### config.mk
export PLATFORM = sky130hd
export DESIGN_NAME = alu_muldiv_unit
export DESIGN_NICKNAME = d
export VERILOG_FILES = /design/src/rtl/muldiv_pkg.sv /design/src/rtl/muldiv_sign_fix.sv /design/src/rtl/alu_muldiv_unit.sv
export SDC_FILE = /design/constraint.sdc
export NUM_CORES = 1
export LEC_CHECK = 0
export ABC_AREA = 1
export BUFFER_PORTS_ARGS = -buffer_cell sky130_fd_sc_hd__buf_2
export CAP_MARGIN = 5
export CORE_UTILIZATION = 32
export CTS_CLUSTER_SIZE = 40
export DETAILED_ROUTE_END_ITERATION = 8
export GPL_TIMING_DRIVEN = 0
export PLACE_DENSITY = 0.58
export SLEW_MARGIN = 20
export SYNTH_ARGS = -nofsm -noshare
export SYNTH_HDL_FRONTEND = slang
export SYNTH_SLANG_ARGS = --single-unit
### constraint.sdc
create_clock -name clk -period 2.55 [get_ports clk]
set_clock_uncertainty 0.15 [all_clocks]
set_input_delay 0.1275 -clock clk [delete_from_list [all_inputs] [get_ports clk]]
set_output_delay 0.1275 -clock clk [all_outputs]
set_load 0.05 [all_outputs]
### src/rtl/muldiv_pkg.sv
// Shared definitions for the iterative multiply/divide unit:
// operation encodings, FSM state encoding and the iteration counter width.
package muldiv_pkg;

  // Operation select as driven by the control unit.
  typedef enum logic [1:0] {
    OP_MUL  = 2'b00,
    OP_MULU = 2'b01,
    OP_DIV  = 2'b10,
    OP_DIVU = 2'b11
  } op_e;

  // Sequencer states.
  typedef enum logic [1:0] {
    S_IDLE = 2'b00,
    S_RUN  = 2'b01,
    S_FIX  = 2'b10,
    S_DONE = 2'b11
  } state_e;

  // Iteration counter width; holds WIDTH (32) down to 0.
  localparam int ITER_W = 6;

  // True for the two divide operations.
  function automatic logic op_is_div(input op_e op);
    return (op == OP_DIV) || (op == OP_DIVU);
  endfunction

  // True for the two signed operations.
  function automatic logic op_is_signed(input op_e op);
    return (op == OP_MUL) || (op == OP_DIV);
  endfunction

endpackage

### src/rtl/muldiv_sign_fix.sv
// Conditional two's-complement negate. Used for the operand magnitudes on
// accept and for applying result signs after the unsigned iterations.
module muldiv_sign_fix #(
  parameter int DW = 64
) (
  input  logic [DW-1:0] value,
  input  logic          neg,
  output logic [DW-1:0] result
);

  assign result = neg ? (~value + DW'(1)) : value;

endmodule

### src/rtl/alu_muldiv_unit.sv
// Iterative multiply/divide unit beside the single-cycle ALU.
// Signed operations run on magnitudes (shift-add multiply, restoring divide)
// and the signs are reapplied in FIX. A zero divisor skips RUN and goes
// straight to FIX, which publishes the all-ones quotient and the dividend.
// Latency, counting the accepting edge as edge 1: done is visible after
// edge WIDTH+2 (34 for WIDTH=32); 2 edges for a zero divisor.
// Build option MULDIV_EARLY_OUT_EN: multiplies leave RUN as soon as the
// remaining multiplier bits are zero, shifting the partial product into
// place in one step (3 to WIDTH+2 edges). Divides are unaffected.
module alu_muldiv_unit
  import muldiv_pkg::*;
#(
  parameter int WIDTH = 32
) (
  input  logic             clk,
  input  logic             rst_n,
  input  logic             start,
  input  logic [1:0]       op,
  input  logic [WIDTH-1:0] src_a,
  input  logic [WIDTH-1:0] src_b,
  output logic             busy,
  output logic             done,
  output logic [WIDTH-1:0] result_lo,
  output logic [WIDTH-1:0] result_hi,
  output logic             div_by_zero
);

  localparam logic [ITER_W-1:0] ITER_INIT = ITER_W'(WIDTH);

  state_e              state_q, state_d;
  logic                is_mul_q;   // operation in flight is a multiply
  logic                neg_lo_q;   // negate product / quotient in FIX
  logic                neg_hi_q;   // negate remainder in FIX
  logic                dz_q;       // divisor was zero
  logic [WIDTH-1:0]    opnd_q;     // multiplicand or divisor magnitude
  logic [2*WIDTH-1:0]  p_q;        // {acc/remainder, multiplier/quotient}
  logic [ITER_W-1:0]   cnt_q;

  // Request decode.
  op_e  op_in;
  logic in_div, a_neg, b_neg, b_zero;

  assign op_in  = op_e'(op);
  assign in_div = op_is_div(op_in);
  assign a_neg  = op_is_signed(op_in) & src_a[WIDTH-1];
  assign b_neg  = op_is_signed(op_in) & src_b[WIDTH-1];
  assign b_zero = in_div && (src_b == '0);

  // The two negators are shared between IDLE (operand magnitudes) and FIX
  // (result signs); the states are exclusive so only the inputs are muxed.
  logic               in_fix;
  logic [2*WIDTH-1:0] fix0_in, fix0_out;
  logic [WIDTH-1:0]   fix1_in, fix1_out;
  logic               fix0_neg, fix1_neg;

  assign in_fix   = (state_q == S_FIX);
  assign fix0_in  = in_fix ? (is_mul_q ? p_q : {{WIDTH{1'b0}}, p_q[WIDTH-1:0]})
                           : {{WIDTH{1'b0}}, src_a};
  assign fix0_neg = in_fix ? (neg_lo_q & ~dz_q) : a_neg;
  assign fix1_in  = in_fix ? p_q[2*WIDTH-1:WIDTH] : src_b;
  assign fix1_neg = in_fix ? (neg_hi_q & ~dz_q) : b_neg;

  muldiv_sign_fix #(.DW(2*WIDTH)) u_fix0 (
    .value  (fix0_in),
    .neg    (fix0_neg),
    .result (fix0_out)
  );

  muldiv_sign_fix #(.DW(WIDTH)) u_fix1 (
    .value  (fix1_in),
    .neg    (fix1_neg),
    .result (fix1_out)
  );

  // One iteration of each algorithm.
  logic [WIDTH:0]     mul_sum, rem_ext, div_diff;
  logic [2*WIDTH-1:0] mul_next, div_next;

  assign mul_sum  = {1'b0, p_q[2*WIDTH-1:WIDTH]} + (p_q[0] ? {1'b0, opnd_q} : '0);
  assign mul_next = {mul_sum, p_q[WIDTH-1:1]};
  assign rem_ext  = p_q[2*WIDTH-1:WIDTH-1];
  assign div_diff = rem_ext - {1'b0, opnd_q};
  assign div_next = div_diff[WIDTH] ? {rem_ext[WIDTH-1:0], p_q[WIDTH-2:0], 1'b0}
                                    : {div_diff[WIDTH-1:0], p_q[WIDTH-2:0], 1'b1};

  // The unconsumed multiplier bits sit in p_q[cnt_q-1:0].
  logic early_out;
`ifdef MULDIV_EARLY_OUT_EN
  logic [WIDTH-1:0] rem_mask;
  assign rem_mask  = ~({WIDTH{1'b1}} << cnt_q);
  assign early_out = is_mul_q && ((p_q[WIDTH-1:0] & rem_mask) == '0);
`else
  assign early_out = 1'b0;
`endif

  assign busy = (state_q == S_RUN) || (state_q == S_FIX);
  assign done = (state_q == S_DONE);

  // State register.
  always_ff @(posedge clk or negedge rst_n) begin
    // NOTE: sequential state uses non-blocking assignments so every register
    // samples pre-edge values regardless of block ordering.
    if (!rst_n) state_q <= S_IDLE;
    else        state_q <= state_d;
  end

  // Next-state logic.
  always_comb begin
    // NOTE: default first so no path leaves state_d unassigned (no latch).
    state_d = state_q;
    case (state_q)
      S_IDLE: if (start) state_d = b_zero ? S_FIX : S_RUN;
      S_RUN:  if (early_out || (cnt_q == ITER_W'(1))) state_d = S_FIX;
      S_FIX:  state_d = S_DONE;
      S_DONE: state_d = S_IDLE;
      default: state_d = S_IDLE;
    endcase
  end

  // Datapath: operand capture, iterations, sign fix-up and result registers.
  always_ff @(posedge clk or negedge rst_n) begin
    if (!rst_n) begin
      is_mul_q    <= 1'b0;
      neg_lo_q    <= 1'b0;
      neg_hi_q    <= 1'b0;
      dz_q        <= 1'b0;
      opnd_q      <= '0;
      p_q         <= '0;
      cnt_q       <= '0;
      result_lo   <= '0;
      result_hi   <= '0;
      div_by_zero <= 1'b0;
    end else begin
      case (state_q)
        S_IDLE: if (start) begin
          is_mul_q    <= ~in_div;
          dz_q        <= b_zero;
          cnt_q       <= ITER_INIT;
          div_by_zero <= 1'b0;
          if (b_zero) begin
            p_q      <= {src_a, {WIDTH{1'b1}}};
            neg_lo_q <= 1'b0;
            neg_hi_q <= 1'b0;
          end else if (in_div) begin
            p_q      <= {{WIDTH{1'b0}}, fix0_out[WIDTH-1:0]};
            opnd_q   <= fix1_out;
            neg_lo_q <= a_neg ^ b_neg;
            neg_hi_q <= a_neg;  // remainder follows the dividend
          end else begin
            p_q      <= {{WIDTH{1'b0}}, fix1_out};
            opnd_q   <= fix0_out[WIDTH-1:0];
            neg_lo_q <= a_neg ^ b_neg;
            neg_hi_q <= 1'b0;
          end
        end
        S_RUN: begin
          cnt_q <= cnt_q - ITER_W'(1);
          if (early_out)     p_q <= p_q >> cnt_q;
          else if (is_mul_q) p_q <= mul_next;
          else               p_q <= div_next;
        end
        S_FIX: begin
          div_by_zero <= dz_q;
          if (is_mul_q) begin
            {result_hi, result_lo} <= fix0_out;
          end else begin
            result_lo <= fix0_out[WIDTH-1:0];
            result_hi <= fix1_out;
          end
        end
        default: ;
      endcase
    end
  end

endmodule

==> impl_metrics.env <==
export IMPL_arrival_ps=3480
export IMPL_die_height_um=242
export IMPL_worst_ep_required_time_ps=2780
export IMPL_worst_path_buf_inv=6
export IMPL_yosysSeqAreaShare_pct=23.5
export IMPL_violations="setup timing"
export IMPL_worstSkewPairLatency_ps=520
export IMPL_hpwlAfterDp_mm=86.4
export IMPL_finalMaxSlewViolations=0
export IMPL_htree_num_levels=4
export IMPL_rsz0062_at_grt="yes"
export IMPL_tightest_slew_ps=1200
export IMPL_routed_top_layer="met4"
export IMPL_antenna_found_initial=1
export IMPL_fmax_mhz=307
export IMPL_crit_type="flip-flop to flip-flop"
export IMPL_setup_viol=161
export IMPL_cts_sinks=173
export IMPL_synth_top_cell_by_area="nand2_1"
export IMPL_cts_made_buffers=17
export IMPL_ir_worst_vdd_mv=0.935
export IMPL_ys_flop_type="dfrtp_1"
export IMPL_initial_core_util_pct=32.5
export IMPL_synthDominantCellAreaShare_pct=24.8
export IMPL_portBuffers=134
export IMPL_min_path_type="input pin to async pin"
export IMPL_p_leak_nw=13.6
export IMPL_synth_edf_count=0
export IMPL_grt_pass1_wl_mm=159
export IMPL_areaGrowthSynthToFinish_pct=49.0
export IMPL_wl_mm=114
export IMPL_syn_area_per_cell_um2=5.77
export IMPL_ys_ff_latch=173
export IMPL_via_per_inst=5.53
export IMPL_fin_util_pct=48.5
export IMPL_track_usage_pct=37.6
export IMPL_ios=136
export IMPL_hold_ws_ps=42.8
export IMPL_overflow=0
export IMPL_crit_path_cell_trace="inv_2 -> ha_4 -> buf_12 -> buf_12 -> buf_12 -> o21ai_4 -> ha_4 -> nand3_4 -> nor2_2 -> nand2_2 -> buf_4 -> o21ai_4 -> xor2_2 -> inv_2 -> o211ai_1 -> o21ai_1"
export IMPL_slowest_delay_ps=500
export IMPL_gp_congestion=1.06
export IMPL_num_rows=87
export IMPL_dr_wl_met2_mm=48.9
export IMPL_synthMostInstantiatedCell="nand2_1"
export IMPL_syn_inst=3200
export IMPL_crit_path_end_kind="flip-flop"
export IMPL_crit_fanout=5
export IMPL_coreArea_mm2=0.0567
export IMPL_fillerInstances=5825
export IMPL_path_clk_slew_ps=80
export IMPL_grt_max_degree=90
export IMPL_fin_crit_sh_pct=128
export IMPL_start_kind="flip-flop"
export IMPL_ys_warn_count=0
export IMPL_cts_root_buffer="clkbuf_16"
export IMPL_clock_path_buffers=2
export IMPL_wl_met1_mm=45.3
export IMPL_routed_wl_met3_mm=11.4
export IMPL_ant_nets=0
export IMPL_vias=24400
export IMPL_synthTopCellsByCount="nand2_1, inv_1, nor2_1"
export IMPL_synth_net_count=3343
export IMPL_final_nets=3778
export IMPL_final_layout_size_suffix_gt1_share_pct=34.8
export IMPL_hold_viol=0
export IMPL_ys_types=56
export IMPL_grt_pass1_vias=23000
export IMPL_powerDensity_mw_per_mm2=1680
export IMPL_drt_wirelength_per_cell_um=25.8
export IMPL_die_area_mm2=0.0586
export IMPL_status="finished with violations"
export IMPL_crit_slowest_cell="o211ai_1"
export IMPL_syn_area_mm2=0.0185
export IMPL_period_needed_ps=3260
export IMPL_async_flop_share_pct=100
export IMPL_setup_slack_ps=-707
export IMPL_dr_pass1_iters=8
export IMPL_max_cap_violations=0
export IMPL_cp_common_cell="buf_12"
export IMPL_dp_slack_ps=-1310
export IMPL_crit_family="compound AO/OA/AOI/OAI gates"
export IMPL_dieWidth_um=242
export IMPL_post_route_drc_count=0
export IMPL_drt_iter0_markers=2645
export IMPL_synth_area_leaders="nand2_1, dfrtp_1, inv_1, nand3_1, nor2_1"
export IMPL_max_slew_margin_pct=19.8
export IMPL_cts_tree="done"
[area by class of cell]
cell class	count	area, um2	share of cell area [%]
diodes	1	2.50	0.00910
plain buffers	126	878	3.19
clock buffers	21	470	1.71
clock inverters	8	62.6	0.228
inverters	398	1510	5.49
multi-input cells	2499	15800	57.5
flip-flops and latches	173	4380	15.9
well taps	756	946	3.44
repair buffers	420	3440	12.5
[logic make-up (layout without fill, tap and decap cells)]
group	count (synthesis)	in the layout	synth area share [%]
AO/OA/AOI/OAI	513	513	15.5
XOR/XNOR	63	63	3.03
adder cells (fa/ha/maj)	74	74	5.10
buffers and inverters	528	973	11.6
flip-flops	173	173	23.5
other	0	1	0
AND/OR/NAND/NOR	1849	1849	41.3
[stage by stage]
stage | TNS [ps] | instances | total power, mW | area (um2)
final | -64190 | 4402 | 46.2 | 27500
after CTS | -48660 | 4319 | 41.2 | 25200
after global placement | -474730 | 4090 | 31.1 | 20100
after global routing | -75300 | 4401 | 48.1 | 27500
after floorplan | -1570 | 3200 | 21.3 | 18500
after detailed placement | -134680 | 4092 | 31.0 | 20200
[cell usage in the layout, fill, tap and decap left out, types with 92 or more instances in the layout]
master   synthesis  layout
a21oi_1        151     120
buf_4            6     181
nand2_1       1220     937
inv_1          385     340
o21ai_0        202     126
nor2_1         277     199
nand2_2         16     197
nand3_1        218     122
nand2_4          1      92
dfrtp_1        173     142
buf_2           22     147
[timing repair]
action                                  in CTS  in global routing
cloned                                       8                  4
pin swaps                                  190                222
hold endpoints to repair                   216                  0
gates resized for setup                    719                463
endpoints found under the setup margin     169                165
setup buffers                              161                 89
hold buffers                                33                  0
[where the power goes]
group	leakage, nW	internal [mW]	switching [mW]
sequential	2.07	4.12	1.38
combinational	11.2	13.1	24.9
clock	0.253	1.31	1.34
[worst paths after layout]
kind	from	to	slack, ps	cells past startpoint
max	state_q[0]	opnd_q[10]	-710	16
min	rst_n	p_q[62]	40	3
max reg2reg	state_q[0]	opnd_q[10]	-710	16
min reg2reg	result_hi[15]	result_hi[15]	320	2
max in group asynchronous	rst_n	p_q[38]	1300	4
min in group clk	src_a[21]	p_q[53]	60	5
[per-layer routing]
metal  vias up  track usage (%)
met5         -                0
met4         0             21.4
met3       335             8.44
met2      1373             58.0
met1     11600             48.3
li1      11100                -
[worst reg2reg max path, stage by stage (launching register included)]
cell and delay [ps]:
dfrtp_1 390, inv_2 70, ha_4 180, buf_12 130
buf_12 140, buf_12 140, o21ai_4 200, ha_4 190
nand3_4 60, nor2_2 100, nand2_2 110, buf_4 160
o21ai_4 140, xor2_2 220, inv_2 110, o211ai_1 500
o21ai_1 140
[sequential cells by signal, summed over array words and instances (netlist names), 2 cells and up]
name       cells
cnt_q          6
opnd_q        32
p_q           64
result_hi     32
result_lo     32
state_q        2
Note: power is estimated with default switching activity, not from simulation.
